===== src/rtl/sm_mult_seq_if.sv =====
// Handshake bundle for sm_mult_seq: operand side (in_*) and product side (out_*).
// slave = multiplier side, master = producer/consumer side.
interface sm_mult_seq_if #(
  parameter int MAG_W = 8
);
  logic               in_valid;
  logic               in_ready;
  logic [MAG_W:0]     a;
  logic [MAG_W:0]     b;
  logic               out_valid;
  logic               out_ready;
  logic [2*MAG_W:0]   prdct;
  logic               busy;

  modport slave (
    input  in_valid, a, b, out_ready,
    output in_ready, out_valid, prdct, busy
  );

  modport master (
    output in_valid, a, b, out_ready,
    input  in_ready, out_valid, prdct, busy
  );
endinterface


===== src/rtl/sm_mult_seq.sv =====
// Sequential sign-magnitude multiplier retiring BPC multiplier bits per cycle.
// Optional macro SM_MULT_ZERO_SKIP_EN: zero operands bypass RUN and finish one cycle after accept.
module sm_mult_seq #(
  parameter int MAG_W = 8,
  parameter int BPC   = 1
) (
  input  logic         clk,
  input  logic         rst_n,
  sm_mult_seq_if.slave bus
);
  localparam int PW    = 2 * MAG_W;
  localparam int STEPS = MAG_W / BPC;
  localparam int CNT_W = $clog2(STEPS + 1);

  typedef enum logic [1:0] {S_IDLE, S_RUN, S_DONE} state_t;

  state_t             r_state;
  logic [MAG_W-1:0]   r_mb;
  logic [PW-1:0]      r_ma;
  logic [PW-1:0]      r_ma3;
  logic [PW-1:0]      r_acc;
  logic               r_sign;
  logic [CNT_W-1:0]   r_cnt;
  logic               r_out_valid;
  logic               r_busy;
  logic [PW:0]        r_prdct;

  logic               w_in_ready;
  logic               w_accept;
  logic [MAG_W-1:0]   w_mag_a;
  logic [MAG_W-1:0]   w_mag_b;
  logic [1:0]         w_digit;
  logic [PW-1:0]      w_pp;
  logic [PW-1:0]      w_acc_nxt;
  logic               w_zero_op;

  assign w_mag_a    = bus.a[MAG_W-1:0];
  assign w_mag_b    = bus.b[MAG_W-1:0];
  assign w_in_ready = (r_state == S_IDLE) | ((r_state == S_DONE) & bus.out_ready);
  assign w_accept   = bus.in_valid & w_in_ready;

`ifdef SM_MULT_ZERO_SKIP_EN
  assign w_zero_op = (w_mag_a == '0) | (w_mag_b == '0);
`else
  assign w_zero_op = 1'b0;
`endif

  // r_ma / r_ma3 are kept pre-shifted to the current bit position, so the
  // partial product is a plain select; high bits shifted out never matter
  // because the exact product fits in PW bits.
  assign w_digit = 2'(r_mb[BPC-1:0]);

  always_comb begin
    w_pp = '0;
    case (w_digit)
      2'd1:    w_pp = r_ma;
      2'd2:    w_pp = r_ma << 1;
      2'd3:    w_pp = r_ma3;
      default: w_pp = '0;
    endcase
  end

  assign w_acc_nxt = r_acc + w_pp;

  always_ff @(posedge clk) begin
    if (!rst_n) begin
      r_state     <= S_IDLE;
      r_mb        <= '0;
      r_ma        <= '0;
      r_ma3       <= '0;
      r_acc       <= '0;
      r_sign      <= 1'b0;
      r_cnt       <= '0;
      r_out_valid <= 1'b0;
      r_busy      <= 1'b0;
      r_prdct     <= '0;
    end else if (w_accept) begin
      // Accept is only possible from IDLE or a draining DONE.
      r_mb   <= w_mag_b;
      r_ma   <= PW'(w_mag_a);
      r_ma3  <= (PW'(w_mag_a) << 1) + PW'(w_mag_a);
      r_sign <= bus.a[MAG_W] ^ bus.b[MAG_W];
      r_acc  <= '0;
      r_cnt  <= CNT_W'(STEPS - 1);
      if (w_zero_op) begin
        r_state     <= S_DONE;
        r_prdct     <= '0;
        r_out_valid <= 1'b1;
        r_busy      <= 1'b0;
      end else begin
        r_state     <= S_RUN;
        r_out_valid <= 1'b0;
        r_busy      <= 1'b1;
      end
    end else begin
      case (r_state)
        S_RUN: begin
          r_acc <= w_acc_nxt;
          r_mb  <= r_mb >> BPC;
          r_ma  <= r_ma << BPC;
          r_ma3 <= r_ma3 << BPC;
          if (r_cnt == '0) begin
            r_state     <= S_DONE;
            r_busy      <= 1'b0;
            r_out_valid <= 1'b1;
            r_prdct     <= {r_sign & (w_acc_nxt != '0), w_acc_nxt};
          end else begin
            r_cnt <= r_cnt - 1'b1;
          end
        end
        S_DONE: begin
          if (bus.out_ready) begin
            r_state     <= S_IDLE;
            r_out_valid <= 1'b0;
          end
        end
        default: ;
      endcase
    end
  end

  assign bus.in_ready  = w_in_ready;
  assign bus.out_valid = r_out_valid;
  assign bus.prdct     = r_prdct;
  assign bus.busy      = r_busy;

endmodule


===== src/flat_wrapper.sv =====
// flat-port wrapper written by rule: the top's interface ports become plain ports
module sm_mult_seq_flat 
#(
  parameter int MAG_W = 8,
  parameter int BPC   = 1
)
  (clk, rst_n, bus_in_valid, bus_a, bus_b, bus_out_ready, bus_in_ready, bus_out_valid, bus_prdct, bus_busy);
  sm_mult_seq_if #(.MAG_W(MAG_W)) bus_i ();
  input  logic clk;
  input  logic rst_n;
  input wire logic [$bits(bus_i.in_valid)-1:0] bus_in_valid;
  input wire logic [$bits(bus_i.a)-1:0] bus_a;
  input wire logic [$bits(bus_i.b)-1:0] bus_b;
  input wire logic [$bits(bus_i.out_ready)-1:0] bus_out_ready;
  output wire logic [$bits(bus_i.in_ready)-1:0] bus_in_ready;
  output wire logic [$bits(bus_i.out_valid)-1:0] bus_out_valid;
  output wire logic [$bits(bus_i.prdct)-1:0] bus_prdct;
  output wire logic [$bits(bus_i.busy)-1:0] bus_busy;
  assign bus_i.in_valid = bus_in_valid;
  assign bus_i.a = bus_a;
  assign bus_i.b = bus_b;
  assign bus_i.out_ready = bus_out_ready;
  assign bus_in_ready = bus_i.in_ready;
  assign bus_out_valid = bus_i.out_valid;
  assign bus_prdct = bus_i.prdct;
  assign bus_busy = bus_i.busy;
  sm_mult_seq #(.MAG_W(MAG_W), .BPC(BPC)) u_core (.clk(clk), .rst_n(rst_n), .bus(bus_i));
endmodule

===== config.mk =====
export PLATFORM = sky130hd
export DESIGN_NAME = sm_mult_seq_flat
export DESIGN_NICKNAME = d
export VERILOG_FILES = /design/src/rtl/sm_mult_seq_if.sv /design/src/rtl/sm_mult_seq.sv /design/src/flat_wrapper.sv
export SDC_FILE = /design/constraint.sdc
export NUM_CORES = 1
export LEC_CHECK = 0
export CAP_MARGIN = 10
export CORE_MARGIN = 5
export CORE_UTILIZATION = 60
export CTS_CLUSTER_DIAMETER = 80
export CTS_CLUSTER_SIZE = 28
export DETAILED_ROUTE_END_ITERATION = 8
export HOLD_SLACK_MARGIN = 0.15
export PLACE_DENSITY = 0.85
export SYNTH_ARGS = -nofsm -noshare
export SYNTH_HDL_FRONTEND = slang
export SYNTH_SLANG_ARGS = --single-unit
export TNS_END_PERCENT = 50

===== constraint.sdc =====
create_clock -name clk -period 5.3 [get_ports clk]
set_clock_uncertainty 0.2 [all_clocks]
set_input_delay 1.325 -clock clk [delete_from_list [all_inputs] [get_ports clk]]
set_output_delay 1.325 -clock clk [all_outputs]
set_load 0.02 [all_outputs]

==> impl_results.md, run 1 <==
- Outcome: completed
- Crit share post-route: 77.88%
- DRT Wirelength: around 8400 um
- Crit. End Element: output pin
- Crit-path cells: clkdlybuf4s50_1, nand2_1, nand2b_1, clkdlybuf4s50_1
- Skew-Pair Late Insertion Delay: between 0.3 and 0.4 ns
- Ant. Diodes: 0
- Yosys top cell by area: dfxtp_1
- Die ar.: roughly 7600 um^2
- Postcts setup bufs: 0
- MaxCap Viol Count: 0
- Worst-margin pin slew: approximately 1.2 ns
- VDD IR max: about 190 uV
- Worst path buffer plus inverter count: 2
- Sink Count: 65
- Final hold vios: 0
- Syn-to-layout area delta: 18.81%
- Main synth FF type: dfxtp_1
- CP max stage cell: clkdlybuf4s50_1
- CTS Buffer Depth: 2
- Yosys warns: 0
- Htree depth: 3
- Layout cells sized above 1: ~6.3%
- Dpl ws: about 1.2 ns
- Unrepaired setup endpoints after global routing: false
- Distinct cells, synth: 51
- Critical path arrival: about 2.6 ns
- Data required time of the critical path: 3.77 ns
- Initial antenna violation count: 0
- Vias per std cell: a little under 6
- Crit Path Class: input pin to output pin
- First-pass GRT wire length: between 10000 and 15000 um
- Ports: 42
- Ys async rst share: 0%
- HPWL Detailed: about 5800 um
- Setup TNS: 0 ns
- WHS Path Cells: 2
- CP delay by family, top: buffers and inverters
- Setup crit start kind: input pin
- Remaining antenna violation count after routing: 0
- Pleak: 0.001665 uW
- Comb power frac: between 10% and 20%
- Number of synthesized flops with an enable pin: 0
- Final Hold Slack: approximately 0.26 ns
- Die Y: approximately 87 um
- Ranking of synthesized cells by area: dfxtp_1 (37%), mux2i_1 (9.5%), ha_1 (7.0%)
- # rows: 28
- Most frequent cells after synthesis: dfxtp_1 (65), nor2_1 (61), nand2_1 (44), mux2i_1 (34), a211oi_1 (28)
- GRT Total Usage: between 20% and 30%
- Synth Area per Inst: ~8.5 um^2
- Aggregate global routing overflow: 0
- Max Fanout on Critical Path: 3
- Fmax: between 200 and 250 MHz
- # nets final: just under 500
- Via count: 3155
- Path type of the worst min-delay path: flop to flop
- Clock power frac: between 30% and 40%
- GPL Wtd Cong: approximately 0.90
- Clock-pin slew on the worst setup and hold paths: around 0.070 ns
- Internal: ~890 uW
- Worst reg2reg path depth: 12
- Drt first-iter violations: roughly 220
- DRT Pass-1 Iters: 4
- Final setup margin: roughly 1.2 ns
- Die W: between 80 and 90 um
- Most frequent CP cell: clkdlybuf4s50_1
- Psw: between 300 and 400 uW
- Max Slew Vio Count: 0
- Syn_nets: between 400 and 500
- Top cell type's share of synthesized area: a little over a third
- Clock root cell: clkbuf_8
- FF-to-FF setup slack: 1.58 ns
- Sequential group share of total power: 43.9%
- Top-count cell post-synth: dfxtp_1
- Flops & latches, synth: 65
- Num CTS Buffers: 9
- Synth Instances: 419
- Post-CTS resize count: 0
- Mapped Area: 3565 um^2
- WP depth: 4
- CTS tree: yes
- Relative slew slack: 19.64%
- PwrDens: approximately 290 nW/um^2
- CP max stage delay: ~0.6 ns
- Sw Ratio: between 20% and 30%
- Final setup vio count: 0
- Vias in the first global route: 3021
- Min Clock Period, post-route: around 4.1 ns
- WL per Instance: 15.72 um
- # hold bufs at CTS: 0
- Initial Utilization: 60.93%
- Seq/Total Area, Yosys: roughly 37%
- DR DRC count: 0
- PortBufs: between 40 and 50
- Core ar.: between 5000 and 6000 um^2
- Largest net degree at the start of global routing: 43
[cell families after synthesis]
family	count (synthesis)	share of synthesized area (%)
buffers and inverters	33	3.475
DFF	65	36.50
muxes	34	9.547
xor gates and xnor gates	11	2.703
adders and majority gates	21	7.582
and+or+nand+nor	170	23.24
AOI/OAI and AO/OA	85	16.95
[layer usage]
metal	wire length [um]	up-vias	share of wire, %	GRT usage, %
met5	0	-	0	0
li1	-	1547	-	-
met1	3686	1490	44	28.62
met4	181	0	2.2	10.34
met2	4143	94	50	38.44
met3	352	24	4.2	3.784
[flip-flops by register name (all words and copies together) (netlist names)]
register / flops
u_core.bus.busy: 1
u_core.bus.out_valid: 1
u_core.bus.prdct: 17
u_core.r_acc: 16
u_core.r_cnt: 4
u_core.r_ma: 16
u_core.r_mb: 8
u_core.r_sign: 1
u_core.r_state: 1
[power groups by stage]
stage	registers (uW)	clock network, uW	logic, uW
final	540	481	208
after global routing	544	511	227
after CTS	540	483	207
after detailed placement	551	0	204
after global placement	549	0	198
after floorplan	550	0	140
[worst min-delay path, stage by stage, from the launching register on]
cell and delay [ns]:
dfxtp_1 0.31, nand2_1 0.05, a21oi_1 0.05
[path summary, 6_finish.rpt]
check | startpoint | to
setup / recovery | bus_out_ready | bus_in_ready
hold / removal | u_core.bus.prdct[14] | u_core.bus.prdct[14]
setup reg to reg | u_core.r_mb[0] | u_core.bus.prdct[16]
hold reg to reg | u_core.bus.prdct[14] | u_core.bus.prdct[14]
[stage by stage]
stage	util, %	power, uW	std cells	area (um^2)
CTS	72.39	1230	532	4235
floorplan	-	689.8	419	3565
global route	72.39	1282	532	4235
detailed placement	68.50	754.9	516	4008
finish	72.39	1230	532	4235
global placement	68.50	747.6	516	4008
[final cells by class]
type                            count  area [um^2]
Clock buffer                       10        137.6
Clock inverter                      6        90.09
Fill cell                         455         1615
Inverter                           12        45.04
Multi-Input combinational cell    321         2142
Sequential cell                    65         1301
Tap cell                           75        93.84
Timing Repair Buffer               43        425.4
[layout by cell type (no fill, tap or decap), types with 2 or more instances in the layout]
master / count
dfxtp_1: 65
and2_1: 16
mux2i_1: 34
inv_1: 12
o21a_1: 2
nand2_1: 44
nand2b_1: 7
ha_1: 19
xnor2_1: 6
and3_1: 4
a21oi_1: 27
buf_4: 2
o211ai_1: 3
or3_1: 2
clkbuf_8: 10
a31oi_1: 2
nand3_1: 8
nor3_1: 4
a211oi_1: 28
xor2_1: 5
clkdlybuf4s50_1: 41
o21ai_0: 9
nand3b_1: 3
nor3b_1: 3
o31ai_1: 2
nor2b_1: 3
nor2_1: 61
bufinv_16: 2
or4_1: 3
or3b_1: 2
Note: power is estimated with default switching activity, not from simulation.
==> run 2, diff against run 1 <==
--- a/config.mk
+++ b/config.mk
@@ -7,12 +7,12 @@
 export LEC_CHECK = 0
 export CAP_MARGIN = 10
 export CORE_MARGIN = 5
-export CORE_UTILIZATION = 60
+export CORE_UTILIZATION = 56
 export CTS_CLUSTER_DIAMETER = 80
 export CTS_CLUSTER_SIZE = 28
 export DETAILED_ROUTE_END_ITERATION = 8
 export HOLD_SLACK_MARGIN = 0.15
-export PLACE_DENSITY = 0.85
+export PLACE_DENSITY = 0.8
 export SYNTH_ARGS = -nofsm -noshare
 export SYNTH_HDL_FRONTEND = slang
 export SYNTH_SLANG_ARGS = --single-unit
==> constraint.sdc (replaced) <==
create_clock -name clk -period 3.9 [get_ports clk]
set_clock_uncertainty 0.2 [all_clocks]
set_input_delay 0.975 -clock clk [delete_from_list [all_inputs] [get_ports clk]]
set_output_delay 0.975 -clock clk [all_outputs]
set_load 0.02 [all_outputs]
==> run 2 against run 1 <==
Net effect: clock-buffer cell count fell by 1; largest cell class unchanged; critical path depth rose by 8; critical path type is now flop to flop; sequential share of layout area fell by 0.054 points; highest routed layer unchanged; final cell count rose by 0.75%; combinational power rose by 36%; via count fell by 3.5%.
==> impl_results.md, run 2 (synthesis gave the netlist of run 1 again) <==
- CTS tree: yes
- Fmax: 271.4 MHz
- Worst Setup SP: u_core.r_mb[0]
- WL per Instance: 15.23 um
- VDD IR max: between 300 and 400 uV
- Hold path start: u_core.bus.prdct[12]
- Max reg flops: 17
- Layout cells sized above 1: 6.754%
- HPWL Detailed: ~6000 um
- MaxCap Viol Count: 0
- Die W: 89.79 um
- Vias per std cell: approximately 5.7
- Commonest non-fill, non-tap cell in the layout: dfxtp_1
- DR DRC count: 0
- Dpl cell area: 4025 um^2
- DRT Pass-1 Iters: 4
- Worst-margin pin slew: 0.9879 ns
- Die ar.: slightly above 8000 um^2
- Skew-Pair Late Insertion Delay: approximately 0.35 ns
- Most frequent cells in the layout: dfxtp_1 (65), nor2_1 (61), nand2_1 (44), clkdlybuf4s50_1 (41), mux2i_1 (34)
- Core ar.: 6277 um^2
- # nets final: a little under 500
- Area of the multi-input gates: about 2100 um^2
- Ant. Diodes: 0
- # fillers: approximately 500
- Sink Count: 65
- Vias in the first global route: ~3000
- GPL Wtd Cong: a little over 0.9
- CTS Buffer Depth: 2
- Crit. End Element: flop
- Ports: 42
- Data required time of the critical path: approximately 3.9 ns
- DRT Wirelength: 8162 um
- PortBufs: 41
- Cells after DPL: 520
- Unrepaired setup endpoints after global routing: false
- Syn-to-layout area delta: 19.02%
- Via count: around 3000
- Final setup vio count: 0
- Post-CTS resize count: 0
- Htree depth: 3
- Met2 Use GR: 33.23%
- Clock-pin slew on the worst setup and hold paths: around 0.080 ns
- GRT Total Usage: 20.51%
- Setup crit start kind: flop
- Pleak: roughly 0.0017 uW
- Path type of the worst min-delay path: flop to flop
- Final Non-Filler Cells: between 500 and 600
- Die Y: about 90 um
- PwrDens: 387.1 nW/um^2
- Largest net degree at the start of global routing: 39
- GR peak layer: met2
- Aggregate global routing overflow: 0
- Setup TNS: 0 ns
- Clock root cell: clkbuf_8
- Final hold vios: 0
- # hold bufs at CTS: 0
- Reg area: between 1000 and 1500 um^2
- Crit Path Class: flop to flop
- First-pass GRT wire length: approximately 14000 um
- GR Util met3: between 5 and 6%
- Min Clock Period, post-route: roughly 3.7 ns
- Reg2Reg Launch Point: u_core.r_mb[0]
- # rows: 29
- Max Fanout on Critical Path: 17
- Outcome: completed
- Critical path arrival: roughly 3.7 ns
- Initial antenna violation count: 0
- Initial Utilization: between 50% and 60%
- Post-route cell area: 4243 um^2
- Crit share post-route: about 94%
- Num CTS Buffers: 9
- Drt first-iter violations: around 240
- Relative slew slack: between 30% and 40%
- Postcts setup bufs: 0
- GRT met1 Usage: 27.56%
- Remaining antenna violation count after routing: 0
- Max Slew Vio Count: 0
==> run 2: changes by cell type in the layout (fill, tap and decap cells not counted) <==
cell        before  now
clkinvlp_4       1    2
clkinv_2         1    2
clkbuf_8        10    9
clkinv_4         1    0
buf_4            2    4
==> run 2: stage by stage <==
| step | setup slack (ns) | util [%] | hold WS, ns | total power, uW |
|---|---|---|---|---|
| 3_5_place_dp | 0.2616 | 64.12 | 0.2520 | 1031 |
| 5_1_grt | 0.09864 | 67.59 | 0.2750 | 1716 |
| 4_1_cts | 0.2550 | 67.59 | 0.2629 | 1655 |
| 3_3_place_gp | 0.3936 | 64.12 | 0.2436 | 1022 |
| 6_report | 0.2152 | 67.59 | 0.2594 | 1642 |
| 2_1_floorplan | 0.7521 | - | 0.2602 | 937.4 |
==> run 2: path summary, 6_finish.rpt <==
check | endpoint | cells after the start | slack (ns)
worst max-delay path | u_core.bus.prdct[16] | 12 | 0.22
worst min-delay path | u_core.bus.prdct[12] | 2 | 0.26
worst max register to register | u_core.bus.prdct[16] | 12 | 0.22
worst min register to register | u_core.bus.prdct[12] | 2 | 0.26
==> run 2: report_power, final <==
part	total (uW)	internal, uW	switching [uW]	leakage [uW]
combinational	283	123	159	0.00103
sequential	734	703	30.5	0.000530
clock	626	359	266	0.000106
==> run 2: routing by layer <==
metal	up-vias	share of wire [%]
met3	6	5.4
met1	1416	46
li1	1547	-
met4	0	0.65
met2	77	48
met5	-	0
==> run 2: critical path, stage by stage, from the launching register on <==
cell,delay [ns]
dfxtp_1,0.64
and2_1,0.21
ha_1,0.22
inv_1,0.08
fa_1,0.41
nor2b_1,0.19
o21a_1,0.13
nor2_1,0.04
xnor2_1,0.16
or4_1,0.52
or4_1,0.43
o41ai_2,0.28
nand2_1,0.07
==> run 2: final cells by class <==
class	count	area share, %
repair buffers	45	10.38
clock inverters	7	2.212
inverters	12	1.062
clock buffers	9	2.919
flip-flops and latches	65	30.67
well taps	77	2.271
multi-input cells	321	50.49
==> run 3, diff against run 2 <==
--- a/config.mk
+++ b/config.mk
@@ -5,14 +5,15 @@
 export SDC_FILE = /design/constraint.sdc
 export NUM_CORES = 1
 export LEC_CHECK = 0
-export CAP_MARGIN = 10
+export CAP_MARGIN = 20
 export CORE_MARGIN = 5
-export CORE_UTILIZATION = 56
+export CORE_UTILIZATION = 45
 export CTS_CLUSTER_DIAMETER = 80
 export CTS_CLUSTER_SIZE = 28
 export DETAILED_ROUTE_END_ITERATION = 8
 export HOLD_SLACK_MARGIN = 0.15
-export PLACE_DENSITY = 0.8
+export PLACE_DENSITY = 0.66
+export SLEW_MARGIN = 15
 export SYNTH_ARGS = -nofsm -noshare
 export SYNTH_HDL_FRONTEND = slang
 export SYNTH_SLANG_ARGS = --single-unit
==> run 3 against run 2 <==
Net effect: routed wire length up 0.67%; largest power group unchanged; combinational power is 1% lower; power is 4.2% lower; die area grew 22%; setup slack improved by 0.12 ns; via count fell by 3.5%; critical path type unchanged; clock-buffer cell count rose by 1; sequential power barely moved; highest routed layer unchanged; fmax increased by 3.4%; final area grew 0.21%; core utilization fell by 13 points; register-to-register slack improved by 0.12 ns.
==> impl_results.md, run 3 (synthesis gave the netlist of run 1 again) <==
- Outcome: completed
- Final setup margin: approximately 0.34 ns
- Max Fanout on Critical Path: 17
- Cells after DPL: roughly 550
- Die W: around 100 um
- GPL Wtd Cong: approximately 0.86
- Vias per std cell: about 5.2
- VDD IR max: 171.0 uV
- Max Slew Vio Count: 0
- Setup TNS: 0 ns
- Die Y: slightly below 100 um
- Psw: 440.2 uW
- CTS Buffer Depth: 2
- DRT Pass-1 Iters: 4
- Num CTS Buffers: 9
- Relative slew slack: around 48%
- Post-CTS resize count: 0
- # nets final: between 400 and 500
- MaxCap Viol Count: 0
- Clock power frac: between 30% and 40%
- Comb power frac: 17.7%
- WL per Instance: roughly 15 um
- Pleak: about 0.0017 uW
- Core ar.: between 7000 and 8000 um^2
- Dpl ws: 0.3468 ns
- Sw Ratio: about 28%
- Path type of the worst min-delay path: flop to flop
- CP max stage delay: about 0.57 ns
- Clock-pin slew on the worst setup and hold paths: 0.07 ns
- Final setup vio count: 0
- Skew-Pair Late Insertion Delay: 0.33 ns
- Min Clock Period, post-route: roughly 3.6 ns
- Postcts setup bufs: 0
- Worst-margin pin slew: roughly 0.78 ns
- Drt first-iter violations: 114
- Crit-path cells: and2_1, ha_1, inv_1, fa_1, nor2b_1, o21a_1, nor2_1, xnor2_1, or4_1, or4_1, o41ai_2, nand2_1
- Commonest non-fill, non-tap cell in the layout: dfxtp_1
- Htree depth: 3
- Most frequent cells in the layout: dfxtp_1 (65), nor2_1 (61), nand2_1 (44), clkdlybuf4s50_1 (41), mux2i_1 (34)
- CTS tree: yes
- Unrepaired setup endpoints after global routing: false
- DRT Wirelength: around 8200 um
- Clock root cell: clkbuf_8
- Sink Count: 65
- Final Non-Filler Cells: around 560
- Largest net degree at the start of global routing: 39
- # hold bufs at CTS: 0
- HPWL Detailed: between 6000 and 7000 um
- Initial antenna violation count: 0
- CP delay by family, top: simple AND/OR/NAND/NOR gates
- Critical path arrival: roughly 3.6 ns
- Setup crit start kind: flop
- Vias in the first global route: approximately 2800
- PwrDens: roughly 370 nW/um^2
- DR DRC count: 0
- Crit Path Class: flop to flop
- Initial Utilization: 46.13%
- CP max stage cell: dfxtp_1
- Layout cells sized above 1: roughly 6.8%
- First-pass GRT wire length: around 14000 um
- Remaining antenna violation count after routing: 0
- Ports: 42
- Most frequent CP cell: or4_1
- # rows: 32
- Data required time of the critical path: between 3 and 4 ns
- Fmax: roughly 280 MHz
- Sequential group share of total power: between 40% and 50%
- Via count: just under 3000
- Die ar.: about 9800 um^2
- Worst path buffer plus inverter count: 1
- Crit. End Element: flop
- Crit share post-route: roughly nine tenths
- Aggregate global routing overflow: 0
- Ant. Diodes: 0
- GRT Total Usage: roughly 17%
- Internal: roughly 1100 uW
- Final hold vios: 0
- PortBufs: 41
- Syn-to-layout area delta: 19.27%
- Max reg flops: 17
## run 3: worst paths after layout
kind / from / end / slack (ns) / depth (start not counted)
worst max-delay path: u_core.r_mb[0] / u_core.bus.prdct[16] / 0.34 / 12
worst min-delay path: u_core.bus.prdct[9] / u_core.bus.prdct[9] / 0.26 / 2
worst max register to register: u_core.r_mb[0] / u_core.bus.prdct[16] / 0.34 / 12
worst min register to register: u_core.bus.prdct[9] / u_core.bus.prdct[9] / 0.26 / 2
## run 3: tightest hold or removal path, cell delays in order, from the launching register on
cell     delay (ns)
dfxtp_1        0.31
nand2_1        0.05
a21oi_1        0.05
## run 3: final cells by class
class / count / area, um^2
sequential: 65 / 1301
fill: 723 / 3476
inverter: 12 / 45.04
tap: 102 / 127.6
clock buffer: 10 / 137.6
clock inverter: 6 / 57.56
multi-input combinational: 321 / 2142
timing repair buffer: 45 / 440.4
## run 3: power groups by stage
stage	Clock, uW	Sequential [uW]	Combinational (uW)
floorplan	0	747	190
global placement	0	748	276
detailed placement	0	749	280
CTS	577	734	282
global route	611	739	306
finish	561	734	279
## run 3: routing by layer
| layer | global-route usage, % | up-vias | part of all wire [%] |
|---|---|---|---|
| met5 | 0 | - | 0 |
| met4 | 5.042 | 0 | 1.2 |
| met3 | 3.114 | 7 | 4.2 |
| met2 | 27.01 | 49 | 45 |
| met1 | 23.72 | 1339 | 49 |
| li1 | - | 1545 | - |
## run 3: through the flow
stage	power, uW	util [%]	cell area [um^2]	hold slack [ns]
final	1574	55.02	4252	0.2559
after global routing	1656	55.02	4252	0.2793
after CTS	1593	55.02	4252	0.2592
after detailed placement	1029	52.49	4056	0.2499
after global placement	1024	52.49	4056	0.2455
after floorplan	937.4	-	3565	0.2602
